$ cat src/rtl/ceespu_cache_pkg.sv
// Shared geometry, tag layout and refill state encoding for the ceespu
// instruction cache and its line-refill engine.
package ceespu_cache_pkg;

  localparam int ADDR_BITS       = 25;
  localparam int OFFSET_BITS     = 6;
  localparam int SET_BITS        = 7;
  localparam int TAG_BITS        = ADDR_BITS - SET_BITS - OFFSET_BITS;
  localparam int WORDS_PER_LINE  = 1 << OFFSET_BITS;

  // SDRAM burst geometry: power of two, no longer than a line.
  localparam int BURST_LEN       = 8;
  localparam int BURSTS_PER_LINE = WORDS_PER_LINE / BURST_LEN;
  localparam int BURST_CNT_BITS  = (BURSTS_PER_LINE > 1) ? $clog2(BURSTS_PER_LINE) : 1;

  // Tag RAM entry layout.
  localparam int TAG_ENTRY_BITS  = 16;
  localparam int VALID_BIT       = 15;
  localparam int USED_BIT        = 14;

  typedef enum logic [2:0] {
    IDLE  = 3'd0,
    INVAL = 3'd1,
    REQ   = 3'd2,
    DATA  = 3'd3,
    TAG   = 3'd4,
    DONE  = 3'd5
  } refill_state_e;

  // Build a tag RAM entry {valid, used, zeros, tag}.
  function automatic logic [TAG_ENTRY_BITS-1:0] make_tag_entry(
    input logic                valid,
    input logic                used,
    input logic [TAG_BITS-1:0] tag
  );
    logic [TAG_ENTRY_BITS-1:0] entry;
    entry                = {TAG_ENTRY_BITS{1'b0}};
    entry[VALID_BIT]     = valid;
    entry[USED_BIT]      = used;
    entry[TAG_BITS-1:0]  = tag;
    return entry;
  endfunction

endpackage

$ cat src/rtl/ceespu_icache_refill_if.sv
// Bundle of the icache miss handshake, the SDRAM read port and the cache
// RAM write ports seen by the refill engine. The refill engine is the slave.
interface ceespu_icache_refill_if;
  import ceespu_cache_pkg::*;

  // icache miss handshake
  logic                      miss_req;
  logic [ADDR_BITS-1:0]      miss_addr;
  logic                      miss_way;
  logic                      busy;
  logic                      miss_done;
  // SDRAM controller read port
  logic                      sdram_req;
  logic [ADDR_BITS-1:0]      sdram_addr;
  logic                      sdram_ack;
  logic                      sdram_rvalid;
  logic [31:0]               sdram_rdata;
  // data BRAM and tag RAM write ports
  logic [15:0]               bramaddress;
  logic [31:0]               bramdata;
  logic                      bramwe;
  logic [9:0]                tagramaddr;
  logic [TAG_ENTRY_BITS-1:0] tagdata;
  logic                      tagwe;
  // critical-word forwarding
  logic                      crit_valid;
  logic [31:0]               crit_data;

  modport slave (
    input  miss_req, miss_addr, miss_way, sdram_ack, sdram_rvalid, sdram_rdata,
    output busy, miss_done, sdram_req, sdram_addr, bramaddress, bramdata, bramwe,
           tagramaddr, tagdata, tagwe, crit_valid, crit_data
  );

  modport master (
    output miss_req, miss_addr, miss_way, sdram_ack, sdram_rvalid, sdram_rdata,
    input  busy, miss_done, sdram_req, sdram_addr, bramaddress, bramdata, bramwe,
           tagramaddr, tagdata, tagwe, crit_valid, crit_data
  );

endinterface

$ cat src/rtl/ceespu_refill_addrgen.sv
// Word offset and burst counters for a line refill.
// Optional macro CEESPU_REFILL_CRITICAL_FIRST_EN: start the fill at the burst
// holding the missed word, wrap around the line, and flag the missed word.
module ceespu_refill_addrgen
  import ceespu_cache_pkg::*;
(
  input  logic                   clk,
  input  logic                   rst,
  input  logic                   start,
  input  logic [OFFSET_BITS-1:0] miss_offset,
  input  logic                   word_we,
  output logic [OFFSET_BITS-1:0] offset,
  output logic                   burst_last,
  output logic                   line_last,
  output logic                   crit_hit
);

  localparam logic [OFFSET_BITS-1:0] BURST_MASK = OFFSET_BITS'(BURST_LEN - 1);

  logic [OFFSET_BITS-1:0]    offset_r;
  logic [BURST_CNT_BITS-1:0] burst_cnt_r;
  logic [OFFSET_BITS-1:0]    start_offset_s;

`ifdef CEESPU_REFILL_CRITICAL_FIRST_EN
  logic [OFFSET_BITS-1:0] crit_offset_r;

  assign start_offset_s = miss_offset & ~BURST_MASK;

  // Remember which word the icache is stalled on.
  always_ff @(posedge clk or posedge rst) begin
    if (rst) begin
      crit_offset_r <= '0;
    end else if (start) begin
      crit_offset_r <= miss_offset;
    end
  end

  assign crit_hit = word_we && (offset_r == crit_offset_r);
`else
  logic unused_miss_offset_s;

  assign unused_miss_offset_s = ^miss_offset;
  assign start_offset_s       = '0;
  assign crit_hit             = 1'b0;
`endif

  // Bursts are aligned, so the low offset bits count words within a burst.
  assign burst_last = ((offset_r & BURST_MASK) == BURST_MASK);
  assign line_last  = burst_last &&
                      (burst_cnt_r == BURST_CNT_BITS'(BURSTS_PER_LINE - 1));
  assign offset     = offset_r;

  // Advance the offset per written word (wrapping in the line) and count bursts.
  always_ff @(posedge clk or posedge rst) begin
    if (rst) begin
      offset_r    <= '0;
      burst_cnt_r <= '0;
    end else if (start) begin
      offset_r    <= start_offset_s;
      burst_cnt_r <= '0;
    end else if (word_we) begin
      offset_r <= offset_r + OFFSET_BITS'(1);
      if (burst_last) begin
        burst_cnt_r <= burst_cnt_r + BURST_CNT_BITS'(1);
      end
    end
  end

endmodule

$ cat src/rtl/ceespu_icache_refill.sv
// ceespu icache line refill: invalidates the victim tag, streams the line in
// from SDRAM as bursts into the data BRAM, then writes the valid tag.
// Optional macro CEESPU_REFILL_CRITICAL_FIRST_EN (see ceespu_refill_addrgen).
module ceespu_icache_refill
  import ceespu_cache_pkg::*;
(
  input  logic                 clk,
  input  logic                 rst,
  ceespu_icache_refill_if.slave bus
);

  refill_state_e state_r, state_next_s;

  logic [TAG_BITS-1:0]       tag_r;
  logic [SET_BITS-1:0]       set_r;
  logic                      way_r;
  logic [15:0]               bram_addr_r;
  logic [31:0]               bram_data_r;
  logic [9:0]                tag_addr_r;

  logic                      start_s;
  logic                      word_we_s;
  logic                      burst_last_s;
  logic                      line_last_s;
  logic                      crit_hit_s;
  logic [OFFSET_BITS-1:0]    offset_s;
  logic [15:0]               bram_addr_s;
  logic [9:0]                tag_addr_s;
  logic                      busy_s;
  logic                      done_s;
  logic                      sdram_req_s;
  logic                      tag_we_s;
  logic [TAG_ENTRY_BITS-1:0] tag_data_s;

  assign start_s     = (state_r == IDLE) && bus.miss_req;
  assign word_we_s   = (state_r == DATA) && bus.sdram_rvalid;
  assign bram_addr_s = {{(16 - 1 - SET_BITS - OFFSET_BITS){1'b0}}, way_r, set_r, offset_s};
  assign tag_addr_s  = {{(10 - 1 - SET_BITS){1'b0}}, way_r, set_r};

  ceespu_refill_addrgen u_addrgen (
    .clk         (clk),
    .rst         (rst),
    .start       (start_s),
    .miss_offset (bus.miss_addr[OFFSET_BITS-1:0]),
    .word_we     (word_we_s),
    .offset      (offset_s),
    .burst_last  (burst_last_s),
    .line_last   (line_last_s),
    .crit_hit    (crit_hit_s)
  );

  // Capture tag, set and victim way when a miss is accepted.
  always_ff @(posedge clk or posedge rst) begin
    if (rst) begin
      tag_r <= '0;
      set_r <= '0;
      way_r <= 1'b0;
    end else if (start_s) begin
      tag_r <= bus.miss_addr[ADDR_BITS-1 -: TAG_BITS];
      set_r <= bus.miss_addr[OFFSET_BITS +: SET_BITS];
      way_r <= bus.miss_way;
    end
  end

  // Refill state register.
  always_ff @(posedge clk or posedge rst) begin
    if (rst) begin
      state_r <= IDLE;
    end else begin
      state_r <= state_next_s;
    end
  end

  // Next-state logic: one burst per REQ/DATA round trip until the line is full.
  always_comb begin
    state_next_s = state_r;
    case (state_r)
      IDLE: begin
        if (bus.miss_req) state_next_s = INVAL;
        else              state_next_s = IDLE;
      end
      INVAL: state_next_s = REQ;
      REQ: begin
        if (bus.sdram_ack) state_next_s = DATA;
        else               state_next_s = REQ;
      end
      DATA: begin
        if (word_we_s && line_last_s)       state_next_s = TAG;
        else if (word_we_s && burst_last_s) state_next_s = REQ;
        else                                state_next_s = DATA;
      end
      TAG:     state_next_s = DONE;
      DONE:    state_next_s = IDLE;
      default: state_next_s = IDLE;
    endcase
  end

  // Decode the state into handshake strobes and the tag RAM write.
  always_comb begin
    busy_s      = 1'b1;
    done_s      = 1'b0;
    sdram_req_s = 1'b0;
    tag_we_s    = 1'b0;
    tag_data_s  = {TAG_ENTRY_BITS{1'b0}};
    case (state_r)
      IDLE:  busy_s      = 1'b0;
      INVAL: tag_we_s    = 1'b1;
      REQ:   sdram_req_s = 1'b1;
      DATA:  busy_s      = 1'b1;
      TAG: begin
        tag_we_s   = 1'b1;
        tag_data_s = make_tag_entry(1'b1, 1'b0, tag_r);
      end
      DONE:    done_s = 1'b1;
      default: busy_s = 1'b0;
    endcase
  end

  // Hold the last RAM addresses and data so the ports stay quiet between writes.
  always_ff @(posedge clk or posedge rst) begin
    if (rst) begin
      bram_addr_r <= '0;
      bram_data_r <= '0;
      tag_addr_r  <= '0;
    end else begin
      if (word_we_s) begin
        bram_addr_r <= bram_addr_s;
        bram_data_r <= bus.sdram_rdata;
      end
      if (tag_we_s) begin
        tag_addr_r <= tag_addr_s;
      end
    end
  end

  assign bus.busy        = busy_s;
  assign bus.miss_done   = done_s;
  assign bus.sdram_req   = sdram_req_s;
  assign bus.sdram_addr  = sdram_req_s ? {tag_r, set_r, offset_s} : '0;
  assign bus.bramwe      = word_we_s;
  assign bus.bramaddress = word_we_s ? bram_addr_s : bram_addr_r;
  assign bus.bramdata    = word_we_s ? bus.sdram_rdata : bram_data_r;
  assign bus.tagwe       = tag_we_s;
  assign bus.tagramaddr  = tag_we_s ? tag_addr_s : tag_addr_r;
  assign bus.tagdata     = tag_data_s;
  assign bus.crit_valid  = crit_hit_s;
  assign bus.crit_data   = crit_hit_s ? bus.sdram_rdata : 32'h0000_0000;

endmodule
$ cat src/flat_wrapper.sv
// flat-port wrapper written by rule: the top's interface ports become plain ports
module ceespu_icache_refill_flat import ceespu_cache_pkg::*;
  (clk, rst, bus_miss_req, bus_miss_addr, bus_miss_way, bus_sdram_ack, bus_sdram_rvalid, bus_sdram_rdata, bus_busy, bus_miss_done, bus_sdram_req, bus_sdram_addr, bus_bramaddress, bus_bramdata, bus_bramwe, bus_tagramaddr, bus_tagdata, bus_tagwe, bus_crit_valid, bus_crit_data);
  ceespu_icache_refill_if bus_i ();
  input  logic clk;
  input  logic rst;
  input wire logic [$bits(bus_i.miss_req)-1:0] bus_miss_req;
  input wire logic [$bits(bus_i.miss_addr)-1:0] bus_miss_addr;
  input wire logic [$bits(bus_i.miss_way)-1:0] bus_miss_way;
  input wire logic [$bits(bus_i.sdram_ack)-1:0] bus_sdram_ack;
  input wire logic [$bits(bus_i.sdram_rvalid)-1:0] bus_sdram_rvalid;
  input wire logic [$bits(bus_i.sdram_rdata)-1:0] bus_sdram_rdata;
  output wire logic [$bits(bus_i.busy)-1:0] bus_busy;
  output wire logic [$bits(bus_i.miss_done)-1:0] bus_miss_done;
  output wire logic [$bits(bus_i.sdram_req)-1:0] bus_sdram_req;
  output wire logic [$bits(bus_i.sdram_addr)-1:0] bus_sdram_addr;
  output wire logic [$bits(bus_i.bramaddress)-1:0] bus_bramaddress;
  output wire logic [$bits(bus_i.bramdata)-1:0] bus_bramdata;
  output wire logic [$bits(bus_i.bramwe)-1:0] bus_bramwe;
  output wire logic [$bits(bus_i.tagramaddr)-1:0] bus_tagramaddr;
  output wire logic [$bits(bus_i.tagdata)-1:0] bus_tagdata;
  output wire logic [$bits(bus_i.tagwe)-1:0] bus_tagwe;
  output wire logic [$bits(bus_i.crit_valid)-1:0] bus_crit_valid;
  output wire logic [$bits(bus_i.crit_data)-1:0] bus_crit_data;
  assign bus_i.miss_req = bus_miss_req;
  assign bus_i.miss_addr = bus_miss_addr;
  assign bus_i.miss_way = bus_miss_way;
  assign bus_i.sdram_ack = bus_sdram_ack;
  assign bus_i.sdram_rvalid = bus_sdram_rvalid;
  assign bus_i.sdram_rdata = bus_sdram_rdata;
  assign bus_busy = bus_i.busy;
  assign bus_miss_done = bus_i.miss_done;
  assign bus_sdram_req = bus_i.sdram_req;
  assign bus_sdram_addr = bus_i.sdram_addr;
  assign bus_bramaddress = bus_i.bramaddress;
  assign bus_bramdata = bus_i.bramdata;
  assign bus_bramwe = bus_i.bramwe;
  assign bus_tagramaddr = bus_i.tagramaddr;
  assign bus_tagdata = bus_i.tagdata;
  assign bus_tagwe = bus_i.tagwe;
  assign bus_crit_valid = bus_i.crit_valid;
  assign bus_crit_data = bus_i.crit_data;
  ceespu_icache_refill u_core (.clk(clk), .rst(rst), .bus(bus_i));
endmodule
$ cat config.mk
export PLATFORM = sky130hd
export DESIGN_NAME = ceespu_icache_refill_flat
export DESIGN_NICKNAME = d
export VERILOG_FILES = /design/src/rtl/ceespu_cache_pkg.sv /design/src/rtl/ceespu_icache_refill_if.sv /design/src/rtl/ceespu_refill_addrgen.sv /design/src/rtl/ceespu_icache_refill.sv /design/src/flat_wrapper.sv
export SDC_FILE = /design/constraint.sdc
export NUM_CORES = 1
export LEC_CHECK = 0
export CAP_MARGIN = 40
export CORE_ASPECT_RATIO = 0.8
export CORE_MARGIN = 5
export CORE_UTILIZATION = 44
export CTS_CLUSTER_SIZE = 25
export DETAILED_ROUTE_END_ITERATION = 7
export GPL_TIMING_DRIVEN = 0
export HOLD_SLACK_MARGIN = 0.08
export PLACE_DENSITY = 0.95
export SLEW_MARGIN = 20
export SYNTH_ARGS = -nofsm -noshare
export SYNTH_HDL_FRONTEND = slang
export SYNTH_SLANG_ARGS = --single-unit
$ cat constraint.sdc
create_clock -name clk -period 4.87 [get_ports clk]
set_clock_uncertainty 0.05 [all_clocks]
set_input_delay 0.974 -clock clk [delete_from_list [all_inputs] [get_ports clk]]
set_output_delay 0.974 -clock clk [all_outputs]
set_load 0.01 [all_outputs]
Word level (Yosys, flattened, before mapping) --
Cells that the tools add are included.
Storage, ports and cells: register bits 90, input port bits 63, output and inout port bits 137
Operators by class: $add $sub $neg 2, equality and inequality tests 7, muxes and demuxes 19, reductions and logical operators 11
Operators with widths (count):
- $mux W16 | 2
- $mux W32 | 1
- $mux W25 | 1
- $pmux W3 S5 | 1
- $eq A3 B3 Y1 const B | 4
- $mux W3 | 4
- $mux W6 | 2
- $mux W10 | 1
- $mux W1 | 7
- $add A6 B1 Y6 const B | 1
- $eq A3 B2 Y1 const B | 2
- $logic_and A1 B1 Y1 | 5
- $reduce_or A5 Y1 | 1
- $reduce_bool A2 Y1 | 2
- $add A3 B1 Y3 const B | 1
- $eq A3 B1 Y1 const B | 1
- $logic_not A3 Y1 | 1
- $reduce_and A2 Y1 | 1
- $reduce_or A2 Y1 | 1

Logic depth before layout (Yosys ltp) --
word-level depth 6, gate-level depth with buffers 6

By module --
From an unflattened synthesis, not the netlist that was laid out.
Unflattened totals: cells, all modules 318, area total of the unflattened synthesis 4073.9 sq um
Modules (own cells, without submodules):
- ceespu_icache_refill | instances 1, cells an instance 273, area each 3609.7 sq um, seq. area each 2026.9 sq um
- ceespu_refill_addrgen | instances 1, cells an instance 45, area each 464.2 sq um, seq. area each 225.2 sq um

Worst setup path before layout --
No wires, ideal clock.
kind input port to output port, from in bus_sdram_rvalid, to out bus_bramaddress[10], arrival 1.727 ns, data required time 3.846 ns, path slack 2.119 ns, stages 5, buffers on the path 1, path through nand4b_4 > inv_2 > buf_1 > nand2_1 > nand2_1
Between the ends: cells in the longest elaborated chain, start to end 2
Ends and longest elaborated chain:
- from (decl) | line flat_wrapper.sv:11 | input wire logic [$bits(bus_i.sdram_rvalid)-1:0] bus_sdram_rvalid;
- $logic_and A1 B1 Y1 | line ceespu_icache_refill.sv:36 | assign word_we_s = (state_r == DATA) && bus.sdram_rvalid;
- net bus_bramwe | line flat_wrapper.sv:19 | output wire logic [$bits(bus_i.bramwe)-1:0] bus_bramwe;
- $mux W16
- to (decl) | line flat_wrapper.sv:17 | output wire logic [$bits(bus_i.bramaddress)-1:0] bus_bramaddress;
The timed path passes the listed nets, and every way through them passes these cells.

Final worst setup path --
from in bus_sdram_rvalid, to out bus_bramaddress[10]
Between the ends: cells in the longest elaborated chain, start to end 2
Ends and longest elaborated chain (line):
- $logic_and A1 B1 Y1 | ceespu_icache_refill.sv:36
- $mux W16
No other way between the ends.

==> flow_summary.yaml <==
setup_path:
  max_stage_delay_ns: 0.55
  end_kind: "primary output"
  cp_max_fo: 10
  startpoint_type: "primary input"
  cp_num_buf_inv: 4
  crit_path_top_delay_cell: "clkdlybuf4s50_1"
  path_class: "in2out"
  critPathTopFamily: "buffers and inverters"
  arrival_ns: 3.14
  crit_chain: "clkdlybuf4s50_1 > nand4b_4 > buf_2 > clkbuf_1 > nand2_1 > nand2_1 > clkdlybuf4s50_1"
  required_ns: 3.85
pwr:
  p_comb_share_pct: 29.4
  switching_share_pct: 29.2
  power_density_nw_per_um2: 370
  leakage_nw: 3.06
  seqPwrFrac_pct: 41.1
  p_clk_share_pct: 29.5
  power.switching_mw: 0.674
  vdd_ir_drop_max_v: 0.000213
  power.total_mw: 2.31
  intPower_mw: 1.64
yosys:
  netlist_area_um2: 4070
  synth_warnings: 0
  yosysUniqueCellTypes: 31
  avgSynthCellArea_um2: 9.99
  synthCells: 408
  ys_ff_latch: 90
  seq_area_frac_synth_pct: 55.3
timing:
  setup_slack_ns: 0.704
  tightest_slew_ns: 0.709
  setup_viol: 0
  min_period_over_period_pct: 85.5
  finalMaxSlewViolations: 0
  max_freq_mhz: 240
  rsz0062_at_grt: "false"
  final-hold-violation-count: 0
  tns_ns: 0
  period_needed_ns: 4.17
  slew_headroom_pct: 52.7
final_layout:
  layout.nets: 679
  layout_commonest_cell: "clkdlybuf4s50_1"
  fin_cells: 732
  drive_above_1_share_pct: 15.2
  n_antenna_cell: 0
  fill_cells: 711
  area_delta_synth_final_pct: 53.2
  fin_util_pct: 69.1
  layout_common_cells: "clkdlybuf4s50_1 (157), nand2_1 (140), dfrtp_1 (90)"
worst_hold_path:
  min_path_type: "reg2reg"
placement:
  placed_cells: 716
  gp_congestion: 0.785
  pre_cts_slack_ns: 0.655
  port_buffers: 157
  hpwl_um: 8490
clock_network:
  cts_made_buffers: 9
  clock_latency_ns: 0.33
  postCtsSetupRepairBufs: 0
  cts_tree: "built"
  cts_num_sinks: 90
  clock_path_buffers: 2
  postCtsHoldBufs: 0
  clk_pin_slew_worst_paths_ns: 0.06
  htreeDepth: 3
  post_cts_resized: 0
  cts-root-buf: "clkbuf_16"
detailed_routing:
  drt-total-wl_um: 11000
  ant_nets: 0
  dr.pass1.iters: 4
  wl_per_cell_um: 15.0
  detail_route.vias_per_cell: 4.65
  vias: 3406
  drc_errors: 0
  drtIter0Drc: 131
floorplan:
  initial_core_util_pct: 45.1
  rows: 31
  die_area_um2: 11300
  core_area_um2: 9040
  die_h_um: 96.1
  fp.dieW_um: 118
  pin_count: 200
grt:
  grt_max_degree: 59
  grt_overflow: 0
  antenna_found_initial: 0
  grt_pass1_vias: 3631
  grt_pass1_wl_um: 18100
  grtUsageTotal_pct: 19.8
status:
  outcome: "complete, no violations"
job:
  max_cap_viol_count: 0
## final cells by class
type	instances	area, µm²	area share (%)
inverters	3	13.8	0.221
well taps	115	144	2.31
flip-flops and latches	90	2250	36.1
plain buffers	58	383	6.13
repair buffers	158	1590	25.5
multi-input cells	292	1560	25.0
clock buffers	12	246	3.95
clock inverters	4	51.3	0.822
## power by group through the flow
stage                     clock network, mW  registers (mW)  logic (mW)
after floorplan                           0           0.939       0.343
after global placement                    0           0.953       0.657
after detailed placement                  0           0.962       0.682
after CTS                             0.703           0.949       0.689
after global routing                  0.732           0.965       0.758
final                                 0.682           0.949       0.680
## path summary, 6_finish.rpt
check | slack [ns] | endpoint | depth (start not counted) | startpoint
min | 0.42 | u_core.bram_data_r[3] | 2 | u_core.bram_data_r[3]
max | 0.70 | bus_bramaddress[10] | 7 | bus_sdram_rvalid
max in group asynchronous | 3.08 | u_core.state_r[1] | 3 | rst
max reg2reg | 3.07 | u_core.bram_addr_r[10] | 6 | u_core.state_r[1]
min reg2reg | 0.42 | u_core.bram_data_r[3] | 2 | u_core.bram_data_r[3]
min in group asynchronous | 1.07 | u_core.bram_data_r[3] | 2 | rst
## stage by stage
| stage | cell area (µm²) | hold slack, ns |
|---|---|---|
| global route | 6240 | 0.445 |
| CTS | 6240 | 0.424 |
| global placement | 5920 | 0.404 |
| finish | 6240 | 0.421 |
| detailed placement | 5940 | 0.408 |
| floorplan | 4210 | 0.436 |
## synthesized netlist by cell type
library cell,count,share of area [%]
a21o_1,1,0.18
a21oi_1,7,0.86
a22o_1,2,0.43
a311oi_1,2,0.43
a31o_2,1,0.22
and2_1,28,4.3
and3_1,13,2.0
buf_1,1,0.092
buf_2,6,0.74
buf_4,38,7.0
buf_6,2,0.55
clkbuf_1,11,1.0
conb_1,1,0.092
dfrtp_1,90,55
ha_1,4,1.2
inv_1,2,0.18
inv_2,1,0.092
mux2_2,28,7.7
nand2_1,140,13
nand3_1,4,0.49
nand4b_4,1,0.58
nor2_1,7,0.65
nor2b_1,2,0.31
nor3_1,2,0.25
nor3b_2,1,0.31
nor4b_1,1,0.22
o21ai_0,5,0.61
o31ai_1,1,0.18
or3_1,3,0.46
or4_1,1,0.18
xnor2_1,2,0.43
## metal layers
layer  wire length [µm]  global-route usage [%]  up-vias
li1                   -                       -     1645
met4                174                    6.02        0
met1               4510                    23.7     1625
met2               5610                    34.7      119
met5                  0                       0        -
met3                710                    6.29       17
## sequential cells by signal, summed over array words and instances, names as in the netlist
| register | cells |
|---|---|
| u_core.bram_addr_r | 16 |
| u_core.bram_data_r | 32 |
| u_core.tag_addr_r | 10 |
| u_core.set_r | 7 |
| u_core.u_addrgen.burst_cnt_r | 3 |
| u_core.state_r | 3 |
| u_core.tag_r | 12 |
| u_core.way_r | 1 |
| u_core.u_addrgen.offset | 6 |
## logic make-up after synthesis
| group | Yosys count | synth area share, % |
|---|---|---|
| simple gates | 203 | 22.6 |
| flops | 90 | 55.3 |
| buf+inv | 61 | 9.67 |
| mux | 28 | 7.74 |
| compound gates | 19 | 2.92 |
| fa+ha+maj | 4 | 1.23 |
| xor+xnor | 2 | 0.430 |
| other cells | 1 | 0.0920 |
## worst register-to-register path, cell delays in order, from the launching register on
cell and delay, ns:
dfrtp_1 0.39, buf_4 0.18, nand4b_4 0.12, buf_2 0.23
clkbuf_1 0.49, nand2_1 0.14, nand2_1 0.13
Note: power is estimated with default switching activity, not from simulation.
==> patch, RTL diff (same settings) <==
`BURST_LEN`: 8 -> 4.
--- a/src/rtl/ceespu_cache_pkg.sv
+++ b/src/rtl/ceespu_cache_pkg.sv
@@ -9,7 +9,7 @@
   localparam int WORDS_PER_LINE  = 1 << OFFSET_BITS;
 
   // SDRAM burst geometry: power of two, no longer than a line.
-  localparam int BURST_LEN       = 8;
+  localparam int BURST_LEN       = 4;
   localparam int BURSTS_PER_LINE = WORDS_PER_LINE / BURST_LEN;
   localparam int BURST_CNT_BITS  = (BURSTS_PER_LINE > 1) ? $clog2(BURSTS_PER_LINE) : 1;
 
Function: changed (Yosys sat finds a counterexample within 10 cycles, from zero or initial values and one cycle with rst high).
==> patch against the unedited design <==
Area after synthesis grew 1.6%. Worst setup slack improved by 0.12 ns. Final area grew 0.82%. Critical endpoint is now bus_bramaddress[12]. Wire length grew 7.3%. Count of clock-buffer cells in the layout is 2 lower. Total power rose by 13%. Register-to-register slack better by 0.06 ns. Sequential cell count rose by 1. Global-route usage is 0.44 points higher. Critical path type unchanged. Final cell count rose by 6.4%. Highest routed layer unchanged.
==> patch: results <==
# TYPE chip_impl_metric gauge
chip_impl_metric{name="post_synth_num_cell_types",unit=""} 29
chip_impl_metric{name="power.leakage",unit="uW"} 0.00317
chip_impl_metric{name="synth-seq-area-share",unit="%"} 55.0
chip_impl_metric{name="final_layout_worst_hold_slack",unit="ns"} 0.426
chip_impl_metric{name="netlist_instances",unit=""} 455
chip_impl_metric{name="power.share.switching",unit="%"} 33.2
chip_impl_metric{name="worst_max_slew_margin_expressed_relative_to_the_limit",unit="%"} 65.7
chip_impl_info{name="worst_hold_path.endpoint",value="u_core.bram_data_r[14]"} 1
chip_impl_metric{name="hpwl",unit="um"} 8990
chip_impl_metric{name="fillers",unit=""} 706
chip_impl_metric{name="gpl_wtd_cong",unit=""} 0.844
chip_impl_info{name="synth.cells.most_frequent",value="nand2_1, dfrtp_1, buf_4"} 1
chip_impl_metric{name="fraction_of_layout_cells_with_a_size_suffix_above_1",unit="%"} 12.2
chip_impl_metric{name="first_global_vias",unit=""} 3812
chip_impl_metric{name="post_placement_worst_setup_slack",unit="ns"} 0.819
chip_impl_metric{name="first_pass_grt_wire_length",unit="um"} 19200
chip_impl_info{name="ys_top_cells_by_area",value="dfrtp_1, nand2_1, buf_4"} 1
chip_impl_metric{name="yosys_warnings",unit=""} 0
chip_impl_metric{name="power.share.combinational",unit="%"} 36.0
chip_impl_metric{name="irDropWorstVdd",unit="V"} 0.000258
chip_impl_metric{name="dr.first_iter.drc_count",unit=""} 230
chip_impl_metric{name="detailedRoute.firstPassIterationCount",unit=""} 4
chip_impl_info{name="run_status",value="completed"} 1
chip_impl_metric{name="crit_arrival",unit="ns"} 3.02
chip_impl_metric{name="clockNetworkPower",unit="uW"} 647
chip_impl_metric{name="total_power",unit="uW"} 2610
chip_impl_info{name="min_from",value="u_core.bram_data_r[14]"} 1
chip_impl_metric{name="placed_cells",unit=""} 763
chip_impl_metric{name="grtUsageTotal",unit="%"} 20.3
chip_impl_metric{name="dpl-instance-area",unit="mm^2"} 0.00602
chip_impl_metric{name="grt_start_max_net_pins",unit=""} 53
chip_impl_info{name="synth_ff_type",value="dfrtp_1"} 1
chip_impl_metric{name="power.density",unit="mW/mm^2"} 415
chip_impl_metric{name="wl_per_cell",unit="um"} 15.2
chip_impl_info{name="critical_path.reg2reg.endpoint",value="u_core.bram_addr_r[12]"} 1
patch: changes by cell type after synthesis, moves of 2 or more:
cell / before / now
a22o_1: 2 / 0
buf_2: 6 / 9
buf_6: 2 / 4
clkbuf_1: 11 / 9
ha_1: 4 / 2
mux2_2: 28 / 8
mux2i_1: 0 / 4
nand2_1: 140 / 206
nor2_1: 7 / 5
o21ai_0: 5 / 7
patch: worst max-delay path by stage:
stage	startpoint	endpoint	slack, ns	cells after the start
2_1_floorplan	rst	u_core.bram_addr_r[0]	1.48	1
3_3_place_gp	rst	u_core.bram_addr_r[14]	0.19	2
3_5_place_dp	bus_sdram_rvalid	bus_bramaddress[12]	0.82	7
4_1_cts	bus_sdram_rvalid	bus_bramaddress[12]	0.81	7
5_1_grt	bus_sdram_rvalid	bus_bramaddress[12]	0.68	7
6_report	bus_sdram_rvalid	bus_bramaddress[12]	0.82	7
patch: worst max-delay path: cells and delay by family:
kind | cells | cell delay, ns
simple gates | 3 | 0.43
buf+inv | 4 | 1.61
patch: logic make-up after synthesis:
logic type / count (synthesis) / synth area share [%]
adders and majority gates: 2 / 0.604
and+or+nand+nor: 269 / 28.6
muxes: 12 / 3.14
AOI/OAI and AO/OA: 15 / 2.00
xor gates and xnor gates: 2 / 0.423
DFF: 91 / 55.0
buffers and inverters: 63 / 10.2
other: 1 / 0.0906
patch: cell type report:
class,count,area share (%)
Inverter,3,0.219
Clock buffer,10,3.64
Multi-Input combinational cell,336,25.0
Buffer,60,6.50
Timing Repair Buffer,158,25.4
Sequential cell,91,36.2
Tap cell,115,2.29
Clock inverter,6,0.756
patch: per-layer routing:
layer	share of wire, %	vias to the layer above	GRT usage [%]
li1	-	1758	-
met1	40	1725	24.2
met2	52	128	36.1
met3	5.7	18	5.60
met4	1.7	0	5.06
met5	0	-	0
